==> src/rtl/dct_io_sequencer.sv <==
// rtl/dct_io_sequencer.sv - DCT row feed/capture sequencer; optional checksum via DCT_IO_CHECKSUM_EN
`timescale 1ns/1ps

module dct_io_sequencer #(
    parameter int IN_W       = 8,
    parameter int OUT_W      = 18,
    parameter int LANES      = 8,
    parameter int DATA_COUNT = 8192,
    parameter int ADDR_W     = 13,
    parameter int TIMEOUT    = 64
) (
    input  logic                         clk,
    input  logic                         rst_n,
    input  logic                         start,
    output logic                         mem_rd,
    output logic [ADDR_W-1:0]            mem_addr,
    input  logic [IN_W*LANES-1:0]        mem_rdata,
    output logic [LANES*(IN_W+1)-1:0]    x_bus,
    output logic                         x_valid,
    input  logic [LANES*OUT_W-1:0]       z_bus,
    input  logic                         z_ready,
    output logic                         busy,
    output logic                         done,
    output logic                         timeout_err,
    output logic [ADDR_W:0]              out_count,
    output logic [31:0]                  checksum
);

    localparam int                WD_W       = $clog2(TIMEOUT + 1);
    localparam logic [ADDR_W:0]   COUNT_MAX  = (ADDR_W + 1)'(DATA_COUNT);
    localparam logic [ADDR_W-1:0] LAST_ADDR  = ADDR_W'(DATA_COUNT - 1);
    localparam logic [WD_W-1:0]   WD_LIMIT   = WD_W'(TIMEOUT);

    typedef enum logic [1:0] {
        S_IDLE  = 2'd0,
        S_FEED  = 2'd1,
        S_DRAIN = 2'd2,
        S_DONE  = 2'd3
    } state_t;

    state_t                      state_q, state_d;
    logic                        mem_rd_q, mem_rd_d;
    logic [ADDR_W-1:0]           mem_addr_q, mem_addr_d;
    logic                        err_q, err_d;
    logic [ADDR_W:0]             out_count_q, out_count_d;
    logic [WD_W-1:0]             wd_q, wd_d;
    logic                        accept;
    logic                        frame_clear;

    logic                        rd_pend_q;
    logic [LANES*(IN_W+1)-1:0]   x_bus_q, x_bus_d;
    logic                        x_valid_q;

    // Next-state logic: frame control, row counting and drain watchdog
    always_comb begin
        state_d     = state_q;
        mem_rd_d    = mem_rd_q;
        mem_addr_d  = mem_addr_q;
        err_d       = err_q;
        out_count_d = out_count_q;
        wd_d        = wd_q;
        frame_clear = 1'b0;

        // Rows are only counted while a frame is active and not yet complete
        accept = z_ready && (state_q == S_FEED || state_q == S_DRAIN) &&
                 (out_count_q != COUNT_MAX);
        if (accept) begin
            out_count_d = out_count_q + 1'b1;
        end

        case (state_q)
            S_IDLE: begin
                if (start) begin
                    state_d     = S_FEED;
                    mem_rd_d    = 1'b1;
                    mem_addr_d  = '0;
                    out_count_d = '0;
                    err_d       = 1'b0;
                    wd_d        = '0;
                    frame_clear = 1'b1;
                end
            end
            S_FEED: begin
                if (mem_addr_q == LAST_ADDR) begin
                    state_d  = S_DRAIN;
                    mem_rd_d = 1'b0;
                end else begin
                    mem_addr_d = mem_addr_q + 1'b1;
                end
            end
            S_DRAIN: begin
                if (accept) begin
                    wd_d = '0;
                end else begin
                    wd_d = wd_q + 1'b1;
                end
                // Completion takes priority over a watchdog expiry on the same edge
                if (out_count_d == COUNT_MAX) begin
                    state_d = S_DONE;
                end else if (!accept && wd_d == WD_LIMIT) begin
                    err_d   = 1'b1;
                    state_d = S_DONE;
                end
            end
            S_DONE: begin
                state_d = S_IDLE;
            end
            default: begin
                state_d = S_IDLE;
            end
        endcase
    end

    // Control state registers
    always_ff @(posedge clk or negedge rst_n) begin
        if (!rst_n) begin
            state_q     <= S_IDLE;
            mem_rd_q    <= 1'b0;
            mem_addr_q  <= '0;
            err_q       <= 1'b0;
            out_count_q <= '0;
            wd_q        <= '0;
        end else begin
            state_q     <= state_d;
            mem_rd_q    <= mem_rd_d;
            mem_addr_q  <= mem_addr_d;
            err_q       <= err_d;
            out_count_q <= out_count_d;
            wd_q        <= wd_d;
        end
    end

    // Zero-extend each pixel lane; lane order is preserved (lane 0 in MSBs)
    always_comb begin
        x_bus_d = '0;
        for (int i = 0; i < LANES; i++) begin
            x_bus_d[i*(IN_W+1) +: (IN_W+1)] = {1'b0, mem_rdata[i*IN_W +: IN_W]};
        end
    end

    // Read pipeline: memory data lands one cycle after mem_rd, then is registered onto x_bus
    always_ff @(posedge clk or negedge rst_n) begin
        if (!rst_n) begin
            rd_pend_q <= 1'b0;
            x_bus_q   <= '0;
            x_valid_q <= 1'b0;
        end else begin
            rd_pend_q <= mem_rd_q;
            x_valid_q <= rd_pend_q;
            if (rd_pend_q) begin
                x_bus_q <= x_bus_d;
            end
        end
    end

`ifdef DCT_IO_CHECKSUM_EN
    logic [31:0] lane_sum;
    logic [31:0] checksum_q;

    // Sum of all coefficient lanes of the current row, each zero-extended
    always_comb begin
        lane_sum = '0;
        for (int i = 0; i < LANES; i++) begin
            lane_sum = lane_sum + 32'(z_bus[i*OUT_W +: OUT_W]);
        end
    end

    // Running checksum over accepted rows, cleared when a frame starts
    always_ff @(posedge clk or negedge rst_n) begin
        if (!rst_n) begin
            checksum_q <= '0;
        end else if (frame_clear) begin
            checksum_q <= '0;
        end else if (accept) begin
            checksum_q <= checksum_q + lane_sum;
        end
    end

    assign checksum = checksum_q;
`else
    logic unused_z;
    assign unused_z = ^{z_bus, frame_clear};
    assign checksum = 32'd0;
`endif

    assign mem_rd      = mem_rd_q;
    assign mem_addr    = mem_addr_q;
    assign x_bus       = x_bus_q;
    assign x_valid     = x_valid_q;
    assign busy        = (state_q != S_IDLE);
    assign done        = (state_q == S_DONE);
    assign timeout_err = err_q;
    assign out_count   = out_count_q;

endmodule
==> config.mk <==
export PLATFORM = sky130hd
export DESIGN_NAME = dct_io_sequencer
export DESIGN_NICKNAME = d
export VERILOG_FILES = /design/src/rtl/dct_io_sequencer.sv
export SDC_FILE = /design/constraint.sdc
export NUM_CORES = 1
export LEC_CHECK = 0
export CAP_MARGIN = 5
export CORE_MARGIN = 2
export CORE_UTILIZATION = 30
export DETAILED_ROUTE_END_ITERATION = 8
export GPL_ROUTABILITY_DRIVEN = 0
export PLACE_DENSITY = 0.77
export SLEW_MARGIN = 10
export SYNTH_ARGS = -nofsm -noshare
export SYNTH_HDL_FRONTEND = slang
export SYNTH_SLANG_ARGS = --single-unit
==> constraint.sdc <==
create_clock -name clk -period 2.4 [get_ports clk]
set_input_delay 0.48 -clock clk [delete_from_list [all_inputs] [get_ports clk]]
set_output_delay 0.48 -clock clk [all_outputs]
set_load 0.05 [all_outputs]
* Word level (Yosys, flattened, before mapping)
Index checks and enable logic that the tools add are counted.
Cells by class: add/subtract/negate cells 3, equality and inequality tests 13, mux-type cells 22, reduce and logical (&&, ||, !) cells 14
Operators with widths (count):
- $mux 14 | 3
- $mux 13 | 2
- $pmux 13 s2 | 1
- $mux 7 | 3
- $add 14x1->14 const B | 1
- $eq 14x14->1 const B | 1
- $ne 14x14->1 const B | 1
- $pmux 7 s2 | 1
- $add 13x1->13 const B | 1
- $eq 13x13->1 const B | 1
- $reduce_and 3->1 | 3
- $mux 2 | 4
- $pmux 2 s4 | 1
- $add 7x1->7 const B | 1
- $eq 7x7->1 const B | 1
- $ne 2x2->1 const B | 3
- $reduce_bool 2->1 | 3
- $mux 1 | 5
- $eq 2x2->1 const B | 2
- $ne 2x1->1 const B | 2
- $pmux 1 s2 | 2
- $reduce_and 4->1 | 1
- $logic_and 1x1->1 | 3
- $ne 3x1->1 const B | 1
- other kinds (5) | 5
Storage, ports and cells: flip-flop bits (word level) 104, input bits 212, word-level logic and storage cells 61

* Logic depth before layout (Yosys ltp)
depth after elaboration 11, mapped depth 10, depth with buffers taken out 8

* Least setup slack after synthesis
OpenSTA, ideal clock, no wires.
path type register to register, start point reg out_count_q[4], in the netlist out_count[4], end point reg state_q[1], library setup time 0.079 ns, arrival 2.292 ns, required time 2.321 ns, path slack 0.028 ns, cell stages (with the launch flop) 8, cells stage by stage dfrtp_1 -> clkbuf_4 -> nand4_1 -> nor4_1 -> mux2i_1 -> nand3_1 -> o31ai_4 -> mux2i_1
Between the ends: word-level cells in the longest chain between the ends 8
Ends and longest elaborated chain:
- from (decl) | line 45 | logic [ADDR_W:0] out_count_q, out_count_d;
- from (signal assigned) | line 128 | out_count_q <= out_count_d;
- branches (longest 8 deep; another with $add 14x1->14)
- to (signal assigned) | line 124 | state_q <= state_d;
- to (decl) | line 41 | state_t state_q, state_d;
Parallel ways; which one is timed is not known. The select of a mux whose other input is x is not followed. A chain may end at the register's enable or synchronous reset.

* Worst setup path after layout
start point reg out_count_q[7], in the netlist out_count[7], end point out out_count[7]
RTL lines:
- to (decl) | line 25 | output logic [ADDR_W:0] out_count,
No word-level cell between the ends.

==> summary.md <==
| Metric | Value |
|---|---|
| Initial antenna violation count | 0 |
| Post-Synthesis Cells | 455 |
| DRT iter0 DRCs | 178 |
| CTS tree | built |
| Clk slew on worst S/H paths | 0.07 ns |
| Crit Path Max Fanout | 10 |
| # clock sinks | 104 |
| Final WL | 11.45 mm |
| Avg WL per Cell | ~13 um |
| Final Setup Violations | 0 |
| Simple logic cell fraction of the synthesized area | 0.1230 |
| Starting Density | 0.3087 |
| Num CTS Buffers | 9 |
| Achievable frequency | 445.6 MHz |
| DP Worst Slack | -0.1804 ns |
| Placement Cell Area | 0.006992 mm2 |
| Fillers | approximately 1600 |
| CP delay by family, top | buffers and inverters |
| Status | finished, final reports clean |
| H-tree depth | 3 |
| Async SR Flop Fraction | 1.000 |
| Required time worst endpoint | around 1.9 ns |
| Num ports | 348 |
| Top FF cell, synth | dfrtp_1 |
| FF+latch count, synth | 104 |
| Core area | between 0.015 and 0.02 mm2 |
| Clock Path Buffers | 2 |
| Hold-fix buffer count after cts | 0 |
| P_leak | 3.091 nW |
| Post_cts resized | 0 |
| Final Max Slew Viols | 0 |
| Die Wd | 135.1 um |
| Remaining Overflow, GRT | 0 |
| Final core occ | 0.4392 |
| Max incr delay on CP | 0.88 ns |
| Drt pass-1 iters | 4 |
| Clock latency on the worst-skew pair | 0.35 ns |
| Fin crit share | 0.9350 |
| Root Buffer | clkbuf_16 |
| Area of the multi-input gates | 0.002277 mm2 |
| Post-synthesis mux area share | 0.1555 |
| Crit Path Category | register to output pin |
| Largest net degree at the start of global routing | 105 |
| DRC viols | 0 |
| Power Dens Cells | 750.1 mW/mm2 |
| Worst VDD drop | ~0.65 mV |
| Slowest cell on crit path | clkdlybuf4s50_1 |
| HPWL Detailed | 8.370 mm |
| Antenna Nets Post-Route | 0 |
| CP Data Arrival Time | 1.76 ns |
| First-pass GRT wire length | around 18 mm |
| GRT Util Overall | 0.1273 |
| P&R area growth vs syn | 42.27% |
| Min cycle time layout | roughly 2.2 ns |
| Hold WS | 0.1767 ns |
| Unique masters post-synth | 53 |
| Antenna Diode Count | 0 |
| Syn. warnings | 0 |
| Xor/xnor cell area share of the yosys netlist | 0.04416 |
| Critical path cell sequence | clkdlybuf4s50_1 |
| Slew @ Worst Pin | 0.5899 ns |
| Relative slew slack | 0.6055 |
| EDFF count, synth | 0 |
| Seq/Total Area, Yosys | 0.5047 |
| Reg area | 0.002604 mm2 |
| Synth Area in Adders | 0.01941 |
| Share of cells above drive strength 1 | 0.1975 |
| Full die area | 0.01825 mm2 |
| Layout Nets | 848 |
| Hold Crit Class | input port to async pin |
| Rows | 47 |
| Worst setup EP type | output pin |
| Unrepaired setup endpoints after global routing | false |
| Post-route setup slack | between 0.15 and 0.2 ns |
| Synth Area in Compound Gates | 0.06309 |
| Synth area leaders | dfrtp_1 50%, mux2_2 14%, buf_4 5.8%, xnor2_1 2.5%, nor2_1 2.3% |
| Most frequent cell after synthesis | dfrtp_1 |
| Port Buffer Count | 163 |
| Max_cap viols | 0 |
| Synth top area share | 0.5047 |
| Largest family of logic cells by synthesized area | multiplexers |
| Setup TNS | 0 ns |
| Mapped cell area | about 0.0052 mm2 |
| Buf/Inv on CP | 1 |
| Fin area | 0.007336 mm2 |
| Number of global-route vias before repair | 3712 |
| Height of the die | between 100 and 150 um |
| Startpoint type of the worst setup path | register |
| Vias/cell | between 4 and 5 |
| Clk_skew | 0.004211 ns |
| Vias | 3824 |
| Endpoints failing hold | 0 |
| Syn_area_per_cell | 11.33 um2 |
| Setup Buffers After CTS | 0 |
| Top post-synthesis cells by count | 104 x dfrtp_1, 65 x mux2_2, 40 x buf_4, 32 x nor2_1, 26 x nand2_1 |
| Post-synth top area cell | dfrtp_1 |
-- per-layer routing --
layer / up-vias / global-route usage / part of all wire
li1: 1849 / - / -
met5: - / 0 / 0
met4: 0 / 0.05324 / 0.019
met1: 1815 / 0.1494 / 0.41
met2: 146 / 0.2163 / 0.48
met3: 14 / 0.03904 / 0.090
-- power breakdown --
group          internal [mW]  switching [mW]
logic                  0.746            1.23
registers               1.89           0.143
clock network          0.819           0.675
total                   3.46            2.05
-- registers in the layout, indices dropped and copies added (netlist names) --
name         count
x_bus           64
out_count       14
mem_addr        13
wd_q             7
state_q          2
mem_rd           1
rd_pend_q        1
timeout_err      1
x_valid          1
-- logic make-up (layout without fill, tap and decap cells) --
| kind of cell | Yosys count | in the layout |
|---|---|---|
| AO/OA/AOI/OAI | 50 | 50 |
| multiplexers | 72 | 72 |
| other | 1 | 40 |
| flip-flops | 104 | 104 |
| adder cells (fa/ha/maj) | 8 | 8 |
| buffers and inverters | 74 | 213 |
| XOR/XNOR | 26 | 26 |
| AND/OR/NAND/NOR | 120 | 120 |
-- through the flow --
stage                     power [mW]  std cells
after detailed placement       4.004        837
final                          5.502        853
after floorplan                3.344        494
after global routing           5.832        853
after CTS                      5.526        853
after global placement         3.977        837
-- final timing paths --
| kind | startpoint | endpoint | slack, ns | cells past startpoint |
|---|---|---|---|---|
| worst max-delay path | out_count[7]$_DFF_PN0_ | out_count[7] | 0.16 | 1 |
| worst min-delay path | rst_n | x_bus[20]$_DFFE_PN0P_ | 0.18 | 2 |
| worst max register to register | out_count[1]$_DFF_PN0_ | state_q[1]$_DFFE_PN0P_ | 0.16 | 8 |
| worst min register to register | mem_rd$_DFFE_PN0P_ | rd_pend_q$_DFF_PN0_ | 0.43 | 0 |
| max in group asynchronous | rst_n | rd_pend_q$_DFF_PN0_ | 1.75 | 2 |
| min in group clk | mem_rd$_DFFE_PN0P_ | rd_pend_q$_DFF_PN0_ | 0.43 | 0 |
-- layout make-up --
type                            count  area share
Sequential cell                   104      0.3549
Multi-Input combinational cell    316      0.3104
Clock inverter                      7     0.01109
Clock buffer                        9     0.03070
Timing Repair Buffer              186      0.2497
Tap cell                          220     0.03752
Inverter                           11    0.005629
-- cells in the final DEF (no fill, tap or decap), types with 3 or more instances in the layout --
cell type,n
xnor2_1,15
ha_1,7
conb_1,40
a21oi_1,8
mux2i_1,7
nand2_1,26
o21ai_0,20
inv_1,11
nor2_1,32
buf_4,24
mux2_2,65
clkinvlp_4,3
dfrtp_1,103
a31oi_1,3
xor2_1,11
nand2b_1,3
and2_1,4
nand3_1,12
o31ai_1,3
or3_1,3
clkdlybuf4s50_1,159
nand4_1,7
and3_1,5
clkbuf_16,9
nor3_1,9
buf_12,3
No activity file was read; power rests on OpenSTA's default activity.
